File: src/rtl/imem_pkg.sv
// imem_pkg: shared fetch FSM states, word size and address legality check
package imem_pkg;

    typedef enum logic [1:0] {IDLE, RUN, FAULT} fetch_state_e;

    localparam logic [31:0] WORD_BYTES = 32'd4;

    // Legal fetch address: word aligned and not beyond the last implemented word
    function automatic logic addr_legal(input logic [31:0] addr, input logic [31:0] last_addr);
        return (addr[1:0] == 2'b00) && (addr <= last_addr);
    endfunction

endpackage

File: src/rtl/fetch_perf_cnt.sv
// fetch_perf_cnt: free-running 32-bit counters of issued fetches and stall cycles
module fetch_perf_cnt (
    input  logic        clk,
    input  logic        rst_n,
    input  logic        fetch_inc,
    input  logic        stall_inc,
    output logic [31:0] fetch_cnt_o,
    output logic [31:0] stall_cnt_o
);

    // Both counters wrap naturally at 2^32
    always_ff @(posedge clk) begin
        if (!rst_n) begin
            fetch_cnt_o <= '0;
            stall_cnt_o <= '0;
        end else begin
            fetch_cnt_o <= fetch_cnt_o + {31'b0, fetch_inc};
            stall_cnt_o <= stall_cnt_o + {31'b0, stall_inc};
        end
    end

endmodule

File: src/rtl/imem_fetch_ctrl.sv
// imem_fetch_ctrl: PC sequencer for a 1-cycle-latency instruction memory; FETCH_PERF_EN adds perf counters
module imem_fetch_ctrl
    import imem_pkg::*;
#(
    parameter logic [31:0] RESET_PC       = 32'h0,
    parameter logic [31:0] IMEM_LAST_ADDR = 32'd128
) (
    input  logic        clk,
    input  logic        rst_n,
    input  logic        fetch_en,
    input  logic        stall_i,
    input  logic        redirect_i,
    input  logic [31:0] redirect_pc,
    output logic [31:0] imem_addr,
    input  logic [31:0] imem_rdata,
    output logic [31:0] instr_o,
    output logic [31:0] instr_pc_o,
    output logic        instr_valid_o,
    output logic        fault_o,
`ifdef FETCH_PERF_EN
    output logic [31:0] fault_pc_o,
    output logic [31:0] fetch_cnt_o,
    output logic [31:0] stall_cnt_o
`else
    output logic [31:0] fault_pc_o
`endif
);

    fetch_state_e state_q, state_d;
    logic [31:0]  fetch_pc_q, fault_pc_q, next_pc;
    logic         valid_q, next_ok;

    assign next_pc = redirect_i ? redirect_pc : stall_i ? fetch_pc_q : fetch_pc_q + WORD_BYTES;
    assign next_ok = addr_legal(next_pc, IMEM_LAST_ADDR);

    // State register
    always_ff @(posedge clk) begin
        if (!rst_n) state_q <= IDLE;
        else        state_q <= state_d;
    end

    // Next state: FAULT is terminal until reset
    always_comb begin
        state_d = state_q;
        case (state_q)
            IDLE:    state_d = fetch_en ? RUN : IDLE;
            RUN:     state_d = next_ok ? RUN : FAULT;
            default: state_d = FAULT;
        endcase
    end

    // Outputs: an illegal next address is never presented to the memory
    always_comb begin
        imem_addr     = (state_q == IDLE) ? RESET_PC : (state_q == RUN && next_ok) ? next_pc : fetch_pc_q;
        instr_valid_o = (state_q == RUN) && valid_q;
        fault_o       = (state_q == FAULT);
        instr_o       = imem_rdata;
        instr_pc_o    = fetch_pc_q;
        fault_pc_o    = fault_pc_q;
    end

    // PC tracks the address issued last cycle so it pairs with imem_rdata
    always_ff @(posedge clk) begin
        if (!rst_n) begin
            fetch_pc_q <= RESET_PC;
            fault_pc_q <= '0;
            valid_q    <= 1'b0;
        end else if (state_q == IDLE && fetch_en) begin
            fetch_pc_q <= RESET_PC;
            valid_q    <= 1'b1;
        end else if (state_q == RUN) begin
            if (next_ok) fetch_pc_q <= next_pc;
            else         fault_pc_q <= next_pc;
        end
    end

`ifdef FETCH_PERF_EN
    fetch_perf_cnt u_perf (
        .clk         (clk),
        .rst_n       (rst_n),
        .fetch_inc   (instr_valid_o && !stall_i),
        .stall_inc   ((state_q == RUN) && stall_i),
        .fetch_cnt_o (fetch_cnt_o),
        .stall_cnt_o (stall_cnt_o)
    );
`endif

endmodule
File: config.mk
export PLATFORM = sky130hd
export DESIGN_NAME = imem_fetch_ctrl
export DESIGN_NICKNAME = d
export VERILOG_FILES = /design/src/rtl/imem_pkg.sv /design/src/rtl/fetch_perf_cnt.sv /design/src/rtl/imem_fetch_ctrl.sv
export SDC_FILE = /design/constraint.sdc
export NUM_CORES = 1
export LEC_CHECK = 0
export CORE_ASPECT_RATIO = 0.7
export CORE_UTILIZATION = 38
export CTS_CLUSTER_SIZE = 30
export DETAILED_ROUTE_END_ITERATION = 8
export PLACE_DENSITY = 0.75
export SLEW_MARGIN = 40
export SYNTH_ARGS = -nofsm -noshare
export SYNTH_HDL_FRONTEND = slang
export SYNTH_SLANG_ARGS = --single-unit
File: constraint.sdc
create_clock -name clk -period 3 [get_ports clk]
set_input_delay 0.3 -clock clk [delete_from_list [all_inputs] [get_ports clk]]
set_output_delay 0.3 -clock clk [all_outputs]
set_load 0.05 [all_outputs]
* After elaboration in Yosys (flattened, before gate mapping) *
Cells that the tools add are included.
Widths: inputs -> output; s select.

operators by class
  magnitude comparators = 1
  $mul = 0
  equal/unequal tests = 2
  reduce and logical (&&, ||, !) cells = 9
  shift operators = 0
  mux-type cells = 7
  bitwise gates (word level) = 3
  add/sub/neg operators = 1
  divide/modulo/power cells = 0

operator list
  cell                   number
  $mux 32                4
  $add 32x3->32 const B  1
  $le 32x8->1 const B    1
  $logic_and 1x1->1      4
  $logic_not 2->1        2
  $pmux 2 s2             1
  $not 1->1              3
  $reduce_and 3->1       1
  $eq 2x1->1 const B     1
  $eq 2x2->1 const B     1
  $mux 2                 1
  $reduce_and 2->1       1
  $reduce_or 2->1        1
  $mux 1                 1

word-level totals
  flip-flop bits (word level) = 67
  logic and storage cells = 27
  memory bits (writable) = 0
  bits in read-only memories = 0
  bits in latches = 0
  memories = 0

* Logic depth before layout (Yosys ltp) *
  depth after elaboration = 8
  depth in mapped cells = 12
  gate-level depth less buffers = 9

* Least setup slack after synthesis *
No wires, ideal clock.

  path type = reg-to-output
  start point = register fetch_pc_q[2], in the netlist instr_pc_o[2]
  end point = output imem_addr[23]
  stages on the path, launching flop included = 13
  setup slack = -1.551 ns
  buffers on the path = 3
  arrival time = 4.251 ns
  cells stage by stage = dfxtp_1 -> ha_1 -> buf_2 -> nand4b_1 -> or4_1 -> buf_2 -> or4_1 -> a31oi_2 -> nor4_4 -> nand4bb_2 -> o21ai_2 -> buf_2 -> a21boi_0

between the ends
  word-level cells in the longest chain between the ends = 8

ends and longest elaborated chain
  element                 RTL line               RTL
  start, declared         imem_fetch_ctrl.sv:30  logic [31:0] fetch_pc_q, fault_pc_q, next_pc;
  start signal, assigned  imem_fetch_ctrl.sv:72  if (next_ok) fetch_pc_q <= next_pc;
  $add 32x3->32           imem_fetch_ctrl.sv:33  assign next_pc = redirect_i ? redirect_pc : stall_i ? fetch_pc_q : fetch_pc_q + WORD_BYTES;
  $mux 32 * (2 in a row)  imem_fetch_ctrl.sv:33
  $le 32x8->1             imem_pkg.sv:10         return (addr[1:0] == 2'b00) && (addr <= last_addr);
  $logic_and 1x1->1       imem_pkg.sv:10
  $logic_and 1x1->1       imem_fetch_ctrl.sv:54  imem_addr = (state_q == IDLE) ? RESET_PC : (state_q == RUN && next_ok) ? next_pc : fetch_pc_q;
  $mux 32 * (2 in a row)  imem_fetch_ctrl.sv:54
  end, declared           imem_fetch_ctrl.sv:14  output logic [31:0] imem_addr,

Mark *: on every way between the ends. The rest lies on a longest branch, timed or not.

* Worst setup path after layout *
  start point = register fetch_pc_q[2], in the netlist instr_pc_o[2]
  end point = output imem_addr[20]

The elaborated chain is that of the path after synthesis.

==> flow_summary.html <==
<table>
<tr><th>Metric</th><th>Value</th></tr>
<tr><th colspan="2">Synth</th></tr>
<tr><td>Number of warning messages in the yosys log</td><td>0</td></tr>
<tr><td>Synth Instances</td><td>531</td></tr>
<tr><td>Synth cell types</td><td>74</td></tr>
<tr><td>Library cell with the largest summed area after synthesis</td><td>sky130_fd_sc_hd__dfxtp_1</td></tr>
<tr><td>Largest cells by area after synthesis</td><td>sky130_fd_sc_hd__dfxtp_1 (30%), sky130_fd_sc_hd__buf_4 (6.1%), sky130_fd_sc_hd__nand2_1 (5.7%)</td></tr>
<tr><td>#FFs+latches synth</td><td>67</td></tr>
<tr><td>Commonest cells in the synthesized netlist</td><td>sky130_fd_sc_hd__dfxtp_1 (67), sky130_fd_sc_hd__nand2_1 (67), sky130_fd_sc_hd__buf_4 (36)</td></tr>
<tr><td>Share of Yosys cell area claimed by the top area cell type</td><td>30.4%</td></tr>
<tr><td>Mean cell area of the mapped netlist</td><td>8.30 um2</td></tr>
<tr><td>Number of enable-type register cells in the synthesized netlist</td><td>0</td></tr>
<tr><td>Dominant register cell in the synthesized netlist</td><td>sky130_fd_sc_hd__dfxtp_1</td></tr>
<tr><td>Mapped Area</td><td>4410 um2</td></tr>
<tr><td>Synthesized net count</td><td>between 600 and 700</td></tr>
<tr><td>Share of synthesized registers carrying an async set or reset</td><td>0%</td></tr>
<tr><td>Portion of the post-synthesis area used by sequential elements</td><td>between 30% and 40%</td></tr>
<tr><th colspan="2">Clock network</th></tr>
<tr><td>CTS tree</td><td>done</td></tr>
<tr><td>Number of sinks handled by clock tree synthesis</td><td>67</td></tr>
<tr><td>Worst-skew pair later-pin latency</td><td>0.35 ns</td></tr>
<tr><td>Maximum clock insertion buffer count</td><td>2</td></tr>
<tr><td>Master cell of the clock root buffer</td><td>sky130_fd_sc_hd__clkbuf_16</td></tr>
<tr><td>Clk slew on worst S/H paths</td><td>approximately 0.060 ns</td></tr>
<tr><td>Max H-tree Level</td><td>3</td></tr>
<tr><td># hold bufs at CTS</td><td>0</td></tr>
<tr><td>Number of buffers created by CTS</td><td>9</td></tr>
<tr><th colspan="2">Outcome</th></tr>
<tr><td>Outcome</td><td>complete, but fails checks</td></tr>
<tr><td>Violated checks</td><td>negative setup slack</td></tr>
<tr><th colspan="2">Setup path</th></tr>
<tr><td>Category of the worst setup path capture point</td><td>output pin</td></tr>
<tr><td>Start point of the critical path</td><td>instr_pc_o[2]</td></tr>
<tr><td>WS Path Type</td><td>reg -&gt; out</td></tr>
<tr><td>Arrival time of data at the critical path endpoint</td><td>3.34 ns</td></tr>
<tr><td>Destination of the worst register-to-register timing path</td><td>instr_pc_o[14]</td></tr>
<tr><td>Timing endpoint of the critical path</td><td>imem_addr[20]</td></tr>
<tr><td>Startpoint of the worst-slack reg-to-reg timing path</td><td>instr_pc_o[7]</td></tr>
<tr><td>Setup slack, reg-to-reg</td><td>-0.20 ns</td></tr>
<tr><td>R2R depth</td><td>13</td></tr>
<tr><td>Setup crit start kind</td><td>flop</td></tr>
<tr><td>Highest net fanout along the worst path</td><td>5</td></tr>
<tr><td>Required time of the critical path</td><td>2.70 ns</td></tr>
<tr><th colspan="2">Drt</th></tr>
<tr><td>Final WL</td><td>17.4 mm</td></tr>
<tr><td>DR vias</td><td>5048</td></tr>
<tr><td>First-pass iteration count of the detailed router</td><td>6</td></tr>
<tr><td>Remaining number of nets flagged by the antenna check after routing</td><td>0</td></tr>
<tr><td>Avg WL per Cell</td><td>roughly 19 um</td></tr>
<tr><td>Via-per-instance ratio</td><td>5.62</td></tr>
<tr><td>DRC Markers</td><td>0</td></tr>
<tr><td>DRC marker count from the first detailed-route iteration</td><td>415</td></tr>
<tr><th colspan="2">Floorplanning</th></tr>
<tr><td>Core region area</td><td>11100 um2</td></tr>
<tr><td>Die X-Extent</td><td>131 um</td></tr>
<tr><td>Floorplan die height</td><td>around 92 um</td></tr>
<tr><td>Area of the die</td><td>12000 um2</td></tr>
<tr><td># IOs</td><td>199</td></tr>
<tr><td>Standard-cell rows</td><td>32</td></tr>
<tr><td>Initial standard-cell utilization of the core</td><td>39.6%</td></tr>
<tr><th colspan="2">Layout</th></tr>
<tr><td>Number of inserted diodes</td><td>0</td></tr>
<tr><td>Final core occ</td><td>between 70% and 80%</td></tr>
<tr><td>Proportion of layout cells with a drive suffix above 1</td><td>40.8%</td></tr>
<tr><td>Synthesis-to-finish area growth</td><td>77.8%</td></tr>
<tr><td>Layout fillers</td><td>828</td></tr>
<tr><td>Nets@finish</td><td>810</td></tr>
<tr><th colspan="2">STA</th></tr>
<tr><td>Time the final worst path needs with I/O delays and setup</td><td>approximately 3.6 ns</td></tr>
<tr><td>Transition time at the pin with the least slew margin</td><td>approximately 0.76 ns</td></tr>
<tr><td>Max Slew Vio Count</td><td>0</td></tr>
<tr><td>Total of endpoints with negative setup slack in the final report</td><td>93</td></tr>
<tr><td>Setup repair after global routing missed its margin</td><td>true</td></tr>
<tr><td>Final worst-path cycle share</td><td>121%</td></tr>
<tr><td>Worst clock skew</td><td>0.00966 ns</td></tr>
<tr><td>Worst slew margin relative to its limit</td><td>49.3%</td></tr>
<tr><td>Total count of hold-check failures in the final report</td><td>0</td></tr>
<tr><td>Highest clock frequency the design can meet</td><td>275 MHz</td></tr>
<tr><td>Worst Setup Slack, final</td><td>-0.642 ns</td></tr>
<tr><th colspan="2">Power and ir drop</th></tr>
<tr><td>Power Dens Cells</td><td>321 nW/um2</td></tr>
<tr><td>Leakage power</td><td>approximately 3 nW</td></tr>
<tr><td>Design Power</td><td>~2.5 mW</td></tr>
<tr><td>Maximum vdd drop</td><td>~260 uV</td></tr>
<tr><th colspan="2">Global route</th></tr>
<tr><td>Pin count of the biggest net entering global routing</td><td>42</td></tr>
<tr><td>Overall track demand over capacity in global routing</td><td>29.2%</td></tr>
<tr><td>Met3 Track Usage GR</td><td>8.81%</td></tr>
<tr><td>Wire length of the first global-routing pass</td><td>approximately 27 mm</td></tr>
<tr><td>Antenna violations before repair</td><td>0</td></tr>
<tr><td>Layer carrying the most global-route usage</td><td>met2</td></tr>
<tr><td>Via count of the first global-routing pass</td><td>4952</td></tr>
<tr><td>Fraction of met1 tracks used by global routing</td><td>38.9%</td></tr>
<tr><td>Met2 layer usage reported by global route</td><td>between 40% and 50%</td></tr>
<tr><td>Overflow left after global routing</td><td>0</td></tr>
<tr><th colspan="2">Hold path</th></tr>
<tr><td>Hold Path Class</td><td>reg -&gt; reg</td></tr>
<tr><th colspan="2">Flow run</th></tr>
<tr><td>Maximum capacitance violations</td><td>0</td></tr>
<tr><th colspan="2">Place</th></tr>
<tr><td>Setup WS pre-CTS</td><td>-0.751 ns</td></tr>
<tr><td>IO buf count</td><td>134</td></tr>
<tr><td>Final GP Congestion</td><td>0.902</td></tr>
<tr><td>HPWL after DPL</td><td>between 10 and 15 mm</td></tr>
</table>
==> timing repair <==
action / in CTS / in global routing
endpoints found under the setup margin: 95 / 98
gates resized for setup: 54 / 39
pin swaps: 17 / 15
cloned: 4 / 0
buffers inserted: 14 / 8
hold endpoints to repair: 0 / 0
==> state kept, by name, summed over array words and instances, names as in the netlist <==
name,flops
fault_pc_o,32
instr_pc_o,32
state_q,2
valid_q,1
==> critical path, cell delays in order, from the launching register on <==
cell,delay (ns)
sky130_fd_sc_hd__dfxtp_4,0.38
sky130_fd_sc_hd__ha_4,0.14
sky130_fd_sc_hd__nand4b_1,0.12
sky130_fd_sc_hd__buf_4,0.19
sky130_fd_sc_hd__nor4_1,0.28
sky130_fd_sc_hd__a311o_1,0.23
sky130_fd_sc_hd__nand3_1,0.18
sky130_fd_sc_hd__nor3_1,0.25
sky130_fd_sc_hd__buf_4,0.16
sky130_fd_sc_hd__nand4b_4,0.19
sky130_fd_sc_hd__o21ai_4,0.23
sky130_fd_sc_hd__buf_6,0.13
sky130_fd_sc_hd__buf_8,0.13
sky130_fd_sc_hd__buf_16,0.14
sky130_fd_sc_hd__a21boi_4,0.06
sky130_fd_sc_hd__buf_6,0.18
==> report_power, final <==
part,switching (mW),internal (mW)
clock network,0.405,0.693
registers,0.0168,0.903
logic,0.279,0.218
total,0.701,1.81
==> metrics by stage <==
step | TNS [ns] | hold slack (ns) | cell area, um2 | cells
6_report | -26.43 | 0.458 | 7840 | 898
5_1_grt | -37.48 | 0.481 | 7840 | 898
4_1_cts | -21.76 | 0.459 | 7600 | 892
3_5_place_dp | -53.82 | 0.452 | 6840 | 859
3_3_place_gp | -49.08 | 0.444 | 6840 | 859
2_1_floorplan | -18.25 | 0.432 | 4900 | 531
==> layer usage <==
layer  vias to the layer above  wire [um]
met3                        47       1610
li1                       2306          -
met4                         0        348
met2                       284       7800
met5                         -          0
met1                      2411       7630
==> how the worst min path moves through the flow <==
stage / cells past startpoint / slack (ns) / to / start
after global placement: 2 / 0.44 / valid_q / valid_q
final: 2 / 0.46 / fault_pc_o[4] / fault_pc_o[4]
after CTS: 2 / 0.46 / fault_pc_o[4] / fault_pc_o[4]
after floorplan: 2 / 0.43 / valid_q / valid_q
after global routing: 2 / 0.48 / fault_pc_o[4] / fault_pc_o[4]
after detailed placement: 2 / 0.45 / fault_pc_o[4] / fault_pc_o[4]
==> layout by cell type, fill, tap and decap left out, drive strengths merged, types with 3 or more instances in the layout <==
cell | netlist | final
a311o | 3 | 3
o211a | 3 | 3
or4 | 6 | 6
a32o | 9 | 9
nand4b | 4 | 4
buf | 54 | 174
inv | 7 | 7
nor2b | 5 | 5
and3 | 3 | 3
nand2b | 10 | 10
clkbuf | 22 | 12
a31oi | 13 | 13
or3 | 7 | 7
nand2 | 68 | 68
nand3 | 12 | 12
and2 | 27 | 27
nor3 | 16 | 16
o31ai | 7 | 7
a21boi | 25 | 25
xnor2 | 11 | 11
xor2 | 8 | 8
a21oi | 11 | 11
o22ai | 3 | 3
nor2 | 24 | 24
dfxtp | 67 | 67
nor4 | 15 | 15
clkdlybuf4s50 | 0 | 99
mux2i | 22 | 22
o21ai | 17 | 17
and4 | 3 | 3
clkinv | 0 | 3
nand4 | 12 | 12
o211ai | 9 | 9
==> logic make-up after synthesis <==
logic type | Yosys count | synth area share [%]
AOI/OAI and AO/OA | 118 | 21.0
xor gates and xnor gates | 19 | 3.78
adders and majority gates | 1 | 0.284
buffers and inverters | 83 | 11.1
DFF | 67 | 30.4
muxes | 23 | 5.25
and+or+nand+nor | 220 | 28.1
==> area by class of cell <==
| class | count | area, um2 | share of cell area (%) |
|---|---|---|---|
| Multi-Input combinational cell | 381 | 3250 | 41.4 |
| Timing Repair Buffer | 274 | 2680 | 34.2 |
| Sequential cell | 67 | 1390 | 17.7 |
| Clock buffer | 12 | 258 | 3.29 |
| Tap cell | 153 | 191 | 2.44 |
| Clock inverter | 4 | 48.8 | 0.623 |
| Inverter | 7 | 26.3 | 0.335 |
Power figures use the tool's default switching activity.
